## src/rtl/single_argmax_stream.sv

```systemverilog
// Streaming argmax over IEEE-754 single-precision frames; result is presented one cycle after the last accept.
// The input stalls (in_ready low) while a result is held; out_valid is held until out_ready.
module single_argmax_stream #(
  parameter int MAX_LEN = 256,
  parameter int IDX_W   = $clog2(MAX_LEN)
) (
  input  logic             clk,
  input  logic             rstn,
  input  logic             in_valid,
  output logic             in_ready,
  input  logic [31:0]      in_data,
  input  logic             in_last,
  output logic             out_valid,
  input  logic             out_ready,
  output logic [31:0]      out_max,
  output logic [IDX_W-1:0] out_idx,
  output logic [IDX_W:0]   out_count,
  output logic             out_overflow
);

  typedef enum logic [1:0] {FIRST, ACCUM, HOLD} state_t;

  localparam logic [IDX_W:0] MAX_CNT = (IDX_W+1)'(MAX_LEN);

  state_t         state, state_nxt;
  logic           accept, xfer, at_limit, is_greater;
  logic [IDX_W:0] cnt_nxt;

  // Sign-magnitude ordering: exponent and mantissa compare together as one 31-bit
  // magnitude, with the sense inverted when both operands are negative.
  function automatic logic f32_gt(input logic [31:0] x, input logic [31:0] m);
    if (x[31] != m[31]) return !x[31];
    else if (!x[31])    return x[30:0] > m[30:0];
    else                return x[30:0] < m[30:0];
  endfunction

  assign accept     = in_valid && in_ready;
  assign xfer       = out_valid && out_ready;
  assign cnt_nxt    = out_count + 1'b1;
  assign at_limit   = (cnt_nxt == MAX_CNT);
  assign is_greater = f32_gt(in_data, out_max);

  always_ff @(posedge clk) begin
    if (!rstn) state <= FIRST;
    else       state <= state_nxt;
  end

  always_comb begin
    state_nxt = state;
    case (state)
      FIRST:   if (accept) state_nxt = in_last ? HOLD : ACCUM;
      ACCUM:   if (accept && (in_last || at_limit)) state_nxt = HOLD;
      HOLD:    if (xfer) state_nxt = FIRST;
      default: state_nxt = FIRST;
    endcase
  end

  always_comb begin
    in_ready  = (state != HOLD);
    out_valid = (state == HOLD);
  end

  // Result registers double as the running accumulator; they only move on accept,
  // so they are naturally frozen while HOLD blocks the input.
  always_ff @(posedge clk) begin
    if (!rstn) begin
      out_max      <= '0;
      out_idx      <= '0;
      out_count    <= '0;
      out_overflow <= 1'b0;
    end else if (accept) begin
      if (state == FIRST) begin
        out_max      <= in_data;
        out_idx      <= '0;
        out_count    <= (IDX_W+1)'(1);
        out_overflow <= 1'b0;
      end else begin
        if (is_greater) begin
          out_max <= in_data;
          out_idx <= out_count[IDX_W-1:0];
        end
        out_count    <= cnt_nxt;
        out_overflow <= at_limit && !in_last;
      end
    end
  end

endmodule

```

## config.mk

```make
export PLATFORM = sky130hd
export DESIGN_NAME = single_argmax_stream
export DESIGN_NICKNAME = d
export VERILOG_FILES = /design/src/rtl/single_argmax_stream.sv
export SDC_FILE = /design/constraint.sdc
export NUM_CORES = 1
export LEC_CHECK = 0
export ABC_AREA = 0
export CAP_MARGIN = 20
export CORE_MARGIN = 1
export CORE_UTILIZATION = 43
export CTS_CLUSTER_DIAMETER = 30
export CTS_CLUSTER_SIZE = 30
export DETAILED_ROUTE_END_ITERATION = 12
export HOLD_SLACK_MARGIN = 0.05
export PLACE_DENSITY_LB_ADDON = 0.1
export REMOVE_ABC_BUFFERS = 1
export SLEW_MARGIN = 5
export SYNTH_ARGS = -nofsm -noshare
export SYNTH_HDL_FRONTEND = slang
export SYNTH_SLANG_ARGS = --single-unit
```

## constraint.sdc

```tcl
create_clock -name clk -period 2.6 [get_ports clk]
set_input_delay 0.52 -clock clk [delete_from_list [all_inputs] [get_ports clk]]
set_output_delay 0.52 -clock clk [all_outputs]
set_load 0.005 [all_outputs]
```

## Yosys cells after proc, flatten, opt, wreduce, memory -nomap -nowiden

Cells that the tools add are included.
W data, S select, Z words.

- Equality and inequality tests: 8
- Reductions and logical operators: 11
- Order comparisons: 2
- Mux-type cells: 13
- $add $sub $neg: 1

Operators by type and width:

| operator | number |
|---|---|
| $mux W32 | 2 |
| $gt A31 B31 Y1 | 1 |
| $lt A31 B31 Y1 | 1 |
| $mux W8 | 2 |
| $add A9 B1 Y9 const B | 1 |
| $eq A9 B9 Y1 const B | 1 |
| $mux W9 | 1 |
| $mux W2 | 4 |
| $ne A2 B2 Y1 const B | 3 |
| $pmux W2 S3 | 1 |
| $logic_and A1 B1 Y1 | 4 |
| $mux W1 | 3 |
| $reduce_and A3 Y1 | 1 |
| $eq A2 B1 Y1 const B | 1 |
| $eq A2 B2 Y1 const B | 1 |
| $logic_not A1 Y1 | 2 |
| $logic_not A2 Y1 | 1 |
| $ne A2 B1 Y1 const B | 1 |
| $reduce_and A2 Y1 | 1 |
| $reduce_bool A2 Y1 | 1 |
| $logic_or A1 B1 Y1 | 1 |
| $ne A1 B1 Y1 | 1 |

- Bits in registers: 52
- Logic and storage cells: 40
- Output and inout bits: 52
- Bits of input ports: 37

## Longest topological paths before layout

Gate-level depths: netlist (run 1).

- Word-level depth: 6
- Mapped depth: 12
- Gate-level depth less buffers: 10

## Least setup slack after synthesis (run 1)

Ideal clock, no wire load.

- Kind: input -> register
- Start: in in_data[30]
- End: reg out_max[0]
- Cell stages on the path: 10
- Arrival: 2.572 ns
- Path buffers: 2
- Data required time: 2.528 ns
- Setup time: 0.072 ns
- Path slack: -0.043 ns
- Path through: ha_1 -> nand3_2 -> nor4_4 -> nand2_1 -> or3_1 -> a22o_1 -> a21oi_2 -> buf_6 -> buf_8 -> mux2i_1

- Word-level cells in the longest chain between the ends: 5
- Elaborated cells between the ends (all ways): 6
- Classes of those cells: order compare (2); mux (2); reduce/logical (2)

RTL lines:

| element | line | text |
|---|---|---|
| start, declared | 11 | `input logic [31:0] in_data,` |
| $gt A31 B31 Y1 or $lt A31 B31 Y1 (tied branches) | 33, 34 |  |
| $mux W1 * | 33 | `else if (!x[31]) return x[30:0] > m[30:0];` |
| $mux W1 * | 32 | `if (x[31] != m[31]) return !x[31];` |
| $reduce_bool A2 Y1 (no line) * | - |  |
| $reduce_and A2 Y1 (no line) * | - |  |
| end signal, assigned | 73 | `out_max <= in_data;` |
| end signal, assigned | 79 | `out_max <= in_data;` |
| end, declared | 15 | `output logic [31:0] out_max,` |

Mark *: on every way between the ends. The rest lies on a longest branch, timed or not.
A chain may end at the register's enable or synchronous reset.

## Worst setup path in the final report (run 1)

- Start: in in_data[12]
- End: reg out_idx[1]

- Word-level cells in the longest chain between the ends: 5
- Elaborated cells between the ends (all ways): 6
- Classes of those cells: order compare (2); mux (2); reduce/logical (2)

RTL lines:

| element | line | text |
|---|---|---|
| $gt A31 B31 Y1 or $lt A31 B31 Y1 (tied branches) | 33, 34 |  |
| $mux W1 * | 33 |  |
| $mux W1 * | 32 |  |
| $reduce_bool A2 Y1 (no line) * | - |  |
| $reduce_and A2 Y1 (no line) * | - |  |
| end signal, assigned | 80 | `out_idx <= out_count[IDX_W-1:0];` |
| end, declared | 16 | `output logic [IDX_W-1:0] out_idx,` |

Marked as above.

==> impl_metrics.json, run 1 <==
{
  "slew_viol_final": 0,
  "vias": 3027,
  "fin_crit_ns": 2.72,
  "critPathKind": "input pin to register",
  "ys_seq_elements": 52,
  "hold_violations": 0,
  "total_power_mw": 2.14,
  "yosys.area.top_type": "dfxtp_1",
  "diodes": 0,
  "htreeDepth": 2,
  "row_count": 30,
  "ant_nets": 0,
  "rsz0062_at_grt": "true",
  "grt_pass1_vias": 2988,
  "layout.nets": 578,
  "track_usage": 0.227,
  "totalWireLength_um": 8210,
  "p_sw_frac": 0.273,
  "overflow": 0,
  "grt_max_degree": 73,
  "internal-power_mw": 1.56,
  "endpoint_kind": "register",
  "violations": "negative setup slack",
  "clockRootBuffer": "clkbuf_8",
  "yosys_warnings": 0,
  "hold_class": "register to register",
  "final_cells": 590,
  "yosys.cell_count.top_type": "nand2_1",
  "grt_pass1_wl_um": 13500,
  "drv_cap": 0,
  "synth_edf_count": 0,
  "drive_gt1_frac": 0.310,
  "fin_crit_sh": 1.05,
  "startpoint_type": "input pin",
  "dieArea_um2": 7330,
  "numClockSinks": 52,
  "ios": 89,
  "synth-main-ff-cell": "dfxtp_1",
  "coreArea_um2": 6760,
  "post-dp-hpwl_um": 5170,
  "topRoutingLayerUsed": "met4",
  "seq_power_share": 0.405,
  "seq_area_frac_synth": 0.346,
  "ys_async_sr_fraction": 0,
  "power.density_nw_per_um2": 439,
  "placed_area_um2": 4230,
  "tritoncts": "yes",
  "setup-tns-final_ns": -2.53,
  "outcome": "finished, violations left",
  "die_h_um": 85.6,
  "synth_area_per_cell_um2": 8.24,
  "met2_length_um": 4050,
  "crit_fanout": 8,
  "met3_length_um": 366,
  "antenna_found_initial": 0,
  "netlist-cell-type-count": 39,
  "synth_area_leaders": "dfxtp_1 35%, ha_1 13%, nand2_1 11%, mux2i_1 11%, inv_1 5.2%",
  "syn_to_final_growth_pct": 62.1,
  "viasPerCell": 5.13,
  "power.combinational.fraction": 0.307,
  "syn_area_um2": 3010,
  "initial_core_util": 0.445,
  "ir_drop_mv": 0.261,
  "setup_slack_ns": -0.117,
  "clk_latency_ns": 0.31,
  "globalplace.congestion": 0.795,
  "stdcell_area_um2": 4880,
  "p_leak_nw": 2.01,
  "slew_headroom": 0.523,
  "worstMarginPinSlew_ns": 0.716,
  "postSynthCellCount": 365,
  "die_x_um": 85.6,
  "wl_met1_um": 3630,
  "io_buffers": 88,
  "placedCellCount": 558,
  "setup_violations": 39,
  "hold_slack_ns": 0.464,
  "cts_buffers": 5,
  "drt_iter0_markers": 109,
  "synth_top_area_share": 0.346,
  "clk_pin_slew_ns": 0.10,
  "clockPowerShare": 0.288,
  "clock_skew_ns": 0.0102,
  "arrival_ns": 2.95,
  "p_switching_mw": 0.584,
  "drt-wirelength-per-cell_um": 13.9,
  "drc": 0,
  "critPathRequiredTime_ns": 2.84,
  "drt-pass1-iter-count": 4,
  "cts_buffer_depth": 2,
  "fmax_mhz": 368,
  "synth_common_cells": "86 x nand2_1, 52 x dfxtp_1, 42 x inv_1"
}
layer usage:
metal	global-route usage	up-vias
met4	0.0818	0
met2	0.401	72
met5	0	-
met3	0.0433	14
li1	-	1527
met1	0.275	1414
registers in the layout, summed over array words and instances (netlist names):
signal and flops:
out_overflow 1, out_max 32, out_count 9, state 2, out_idx 8
area by class of cell:
cell class	count	area, um^2
multi-input combinational	254	2010
fill	540	1880
timing repair buffer	154	1420
sequential	52	1060
inverter	42	158
tap	80	100
clock buffer	7	96.3
clock inverter	1	30.0
cell families (layout without fill, tap and decap cells):
group / Yosys count / after routing / synth area share
buffers and inverters: 59 / 204 / 0.0828
multiplexers: 32 / 32 / 0.106
adder cells (fa/ha/maj): 32 / 32 / 0.133
AND/OR/NAND/NOR: 134 / 134 / 0.195
flip-flops: 52 / 52 / 0.346
AO/OA/AOI/OAI: 56 / 56 / 0.137
critical path, stage by stage:
cell and delay, ns:
clkdlybuf4s15_1 0.19, ha_1 0.33, and4_4 0.23, nand4_1 0.15
buf_4 0.19, nor3_4 0.20, buf_4 0.13, nand3_1 0.07
a21oi_1 0.15, a22o_1 0.21, a21oi_4 0.08, buf_12 0.15
buf_12 0.14, buf_12 0.12, o22ai_2 0.09
placed cells by master, fill, tap and decap left out, types with 8 or more instances in the layout:
master / synthesis / final
a21oi_1: 14 / 12
a22oi_1: 8 / 8
buf_2: 1 / 9
buf_4: 2 / 56
clkdlybuf4s50_1: 0 / 60
dfxtp_1: 52 / 36
dfxtp_2: 0 / 16
ha_1: 32 / 13
ha_4: 0 / 18
inv_1: 42 / 36
mux2i_1: 32 / 32
nand2_1: 86 / 85
nand3_1: 11 / 10
nor2_1: 16 / 15
o21ai_0: 12 / 12
o22ai_2: 8 / 8
worst paths after layout:
kind / start / endpoint / slack (ns) / cells past startpoint
setup / recovery: in_data[12] / out_idx[1] / -0.12 / 15
hold / removal: state[1] / state[0] / 0.46 / 1
setup reg to reg: out_max[12] / out_idx[1] / -0.08 / 15
hold reg to reg: state[1] / state[0] / 0.46 / 1
repair_timing:
item                                    4_1_cts  5_1_grt
cloned                                        2        1
setup buffers                                15        8
resized for setup                           105       34
endpoints found under the setup margin       39       39
hold buffers                                  0        0
pin swaps                                    43       25
through the flow:
step | worst slack [ns] | util
5_1_grt | -0.188 | 0.722
2_1_floorplan | -1.19 | -
3_3_place_gp | -0.662 | 0.626
3_5_place_dp | -0.702 | 0.626
4_1_cts | 0.00125 | 0.706
6_report | -0.117 | 0.722
power by group through the flow:
| stage | Sequential, mW | Combinational (mW) | Clock [mW] |
|---|---|---|---|
| final | 0.867 | 0.658 | 0.616 |
| after global routing | 0.873 | 0.726 | 0.658 |
| after detailed placement | 0.880 | 0.504 | 0 |
| after global placement | 0.879 | 0.497 | 0 |
| after CTS | 0.864 | 0.611 | 0.627 |
| after floorplan | 0.889 | 0.213 | 0 |
Note: power is estimated with default switching activity, not from simulation.
==> inputs of run 2 (changes only) <==
- GPL_TIMING_DRIVEN: unset -> 0
==> impl_metrics.json, run 2 (synthesized netlist as in run 1, its figures left out) <==
{
  "placed_area_um2": 3970,
  "viasPerCell": 5.24,
  "critPathLaunch": "in_data[7]",
  "crit_path_top_delay_cell": "a221o_1",
  "rsz0062_at_grt": "true",
  "clockRootBuffer": "clkbuf_8",
  "fin_crit_ns": 2.64,
  "grt_pass1_wl_um": 12500,
  "clk_pin_slew_ns": 0.11,
  "fmax_mhz": 379,
  "drv_cap": 0,
  "regMostFlops": "out_max",
  "layout_commonest_cell": "nand2_1",
  "track_usage": 0.213,
  "top_regs": "out_max (32), out_count (9), out_idx (8)",
  "numClockSinks": 52,
  "drt_iter0_markers": 108,
  "antenna_found_initial": 0,
  "critical_path_buf_inv_count": 4,
  "worstMarginPinSlew_ns": 0.551,
  "startpoint_type": "input pin",
  "cts_buffer_depth": 2,
  "arrival_ns": 2.88,
  "totalWireLength_um": 7770,
  "cts_hold_buf": 0,
  "ir_drop_mv": 0.246,
  "setup_slack_ns": -0.0386,
  "htreeDepth": 2,
  "layout.nets": 549,
  "die_h_um": 85.6,
  "die_x_um": 85.6,
  "crit_family": "compound AO/OA/AOI/OAI gates",
  "initial_core_util": 0.445,
  "grt_max_degree": 51,
  "row_count": 30,
  "clk_latency_ns": 0.31,
  "outcome": "finished, violations left",
  "total_power_mw": 1.98,
  "slew_viol_final": 0,
  "syn_to_final_growth_pct": 57.3,
  "min_from": "state[1]",
  "placedCellCount": 519,
  "final_util": 0.700,
  "globalplace.congestion": 0.735,
  "drc": 0,
  "path_cells": "dlygate4sd2_1 -> ha_2 -> a21o_1 -> a221o_1 -> a221oi_2 -> o21a_1 -> o21bai_1 -> a22o_1 -> a21oi_4 -> buf_12 -> buf_12 -> buf_16 -> mux2i_1",
  "fin_crit_sh": 1.01,
  "overflow": 0,
  "tritoncts": "yes",
  "drt-pass1-iter-count": 4,
  "drive_gt1_frac": 0.310,
  "vias": 2938,
  "cts_buffers": 5,
  "io_buffers": 88,
  "stdcell_area_um2": 4730,
  "clock_skew_ns": 0.00852,
  "setup_violations": 3,
  "slew_headroom": 0.632,
  "path_common_cell": "buf_12",
  "p_leak_nw": 1.87,
  "hold_violations": 0,
  "power.density_nw_per_um2": 420,
  "endpoint_kind": "register",
  "setup-tns-final_ns": -0.105,
  "hold_slack_ns": 0.463,
  "ant_nets": 0,
  "grt_pass1_vias": 2794,
  "diodes": 0,
  "coreArea_um2": 6760,
  "ios": 89,
  "crit_fanout": 5,
  "r2r_start": "out_max[8]",
  "critPathRequiredTime_ns": 2.84,
  "max_stage_delay_ns": 0.33,
  "largest_reg_flops": 32,
  "post-dp-hpwl_um": 4990,
  "final_cells": 561,
  "violations": "negative setup slack",
  "hold_class": "register to register",
  "critPathKind": "input pin to register",
  "dieArea_um2": 7330,
  "post-place-ws_ns": -1.02,
  "drt-wirelength-per-cell_um": 13.9,
  "most-common-layout-cells": "85 x nand2_1, 58 x clkdlybuf4s50_1, 32 x inv_1, 31 x mux2i_1"
}
-- run 2: timing repair --
item                       CTS  global route
pin swaps                   46            33
hold endpoints to repair     0             0
buffers inserted            20            13
gates resized for setup    118            49
setup endpoints to repair   39            39
gates cloned                 3             0
-- run 2: final cells by class --
cell class / instances / area [um^2]
Clock buffer: 5 / 68.8
Clock inverter: 3 / 23.8
Fill cell: 573 / 2030
Inverter: 42 / 158
Multi-Input combinational cell: 254 / 2110
Sequential cell: 52 / 1070
Tap cell: 80 / 100
Timing Repair Buffer: 125 / 1200
-- run 2: power by group --
part / leakage, nW / total [mW] / switching (mW) / internal [mW]
clock: 0.0404 / 0.484 / 0.292 / 0.192
combinational: 1.39 / 0.622 / 0.270 / 0.352
sequential: 0.434 / 0.879 / 0.0352 / 0.844
total: 1.87 / 1.98 / 0.597 / 1.39
-- run 2: final timing paths --
path	cells past startpoint	end	slack, ns
setup / recovery	13	out_max[1]	-0.04
hold / removal	1	state[0]	0.46
hold reg to reg	1	state[0]	0.46
setup reg to reg	13	out_max[1]	-0.03
-- run 2: routing by layer --
metal  wire length [um]  share of wire  track usage  vias to the layer above
li1                   -              -            -                     1469
met3                373          0.048       0.0404                        8
met1               3430           0.44        0.245                     1386
met5                  0              0            0                        -
met2               3890           0.50        0.387                       75
met4                 80          0.010       0.0864                        0
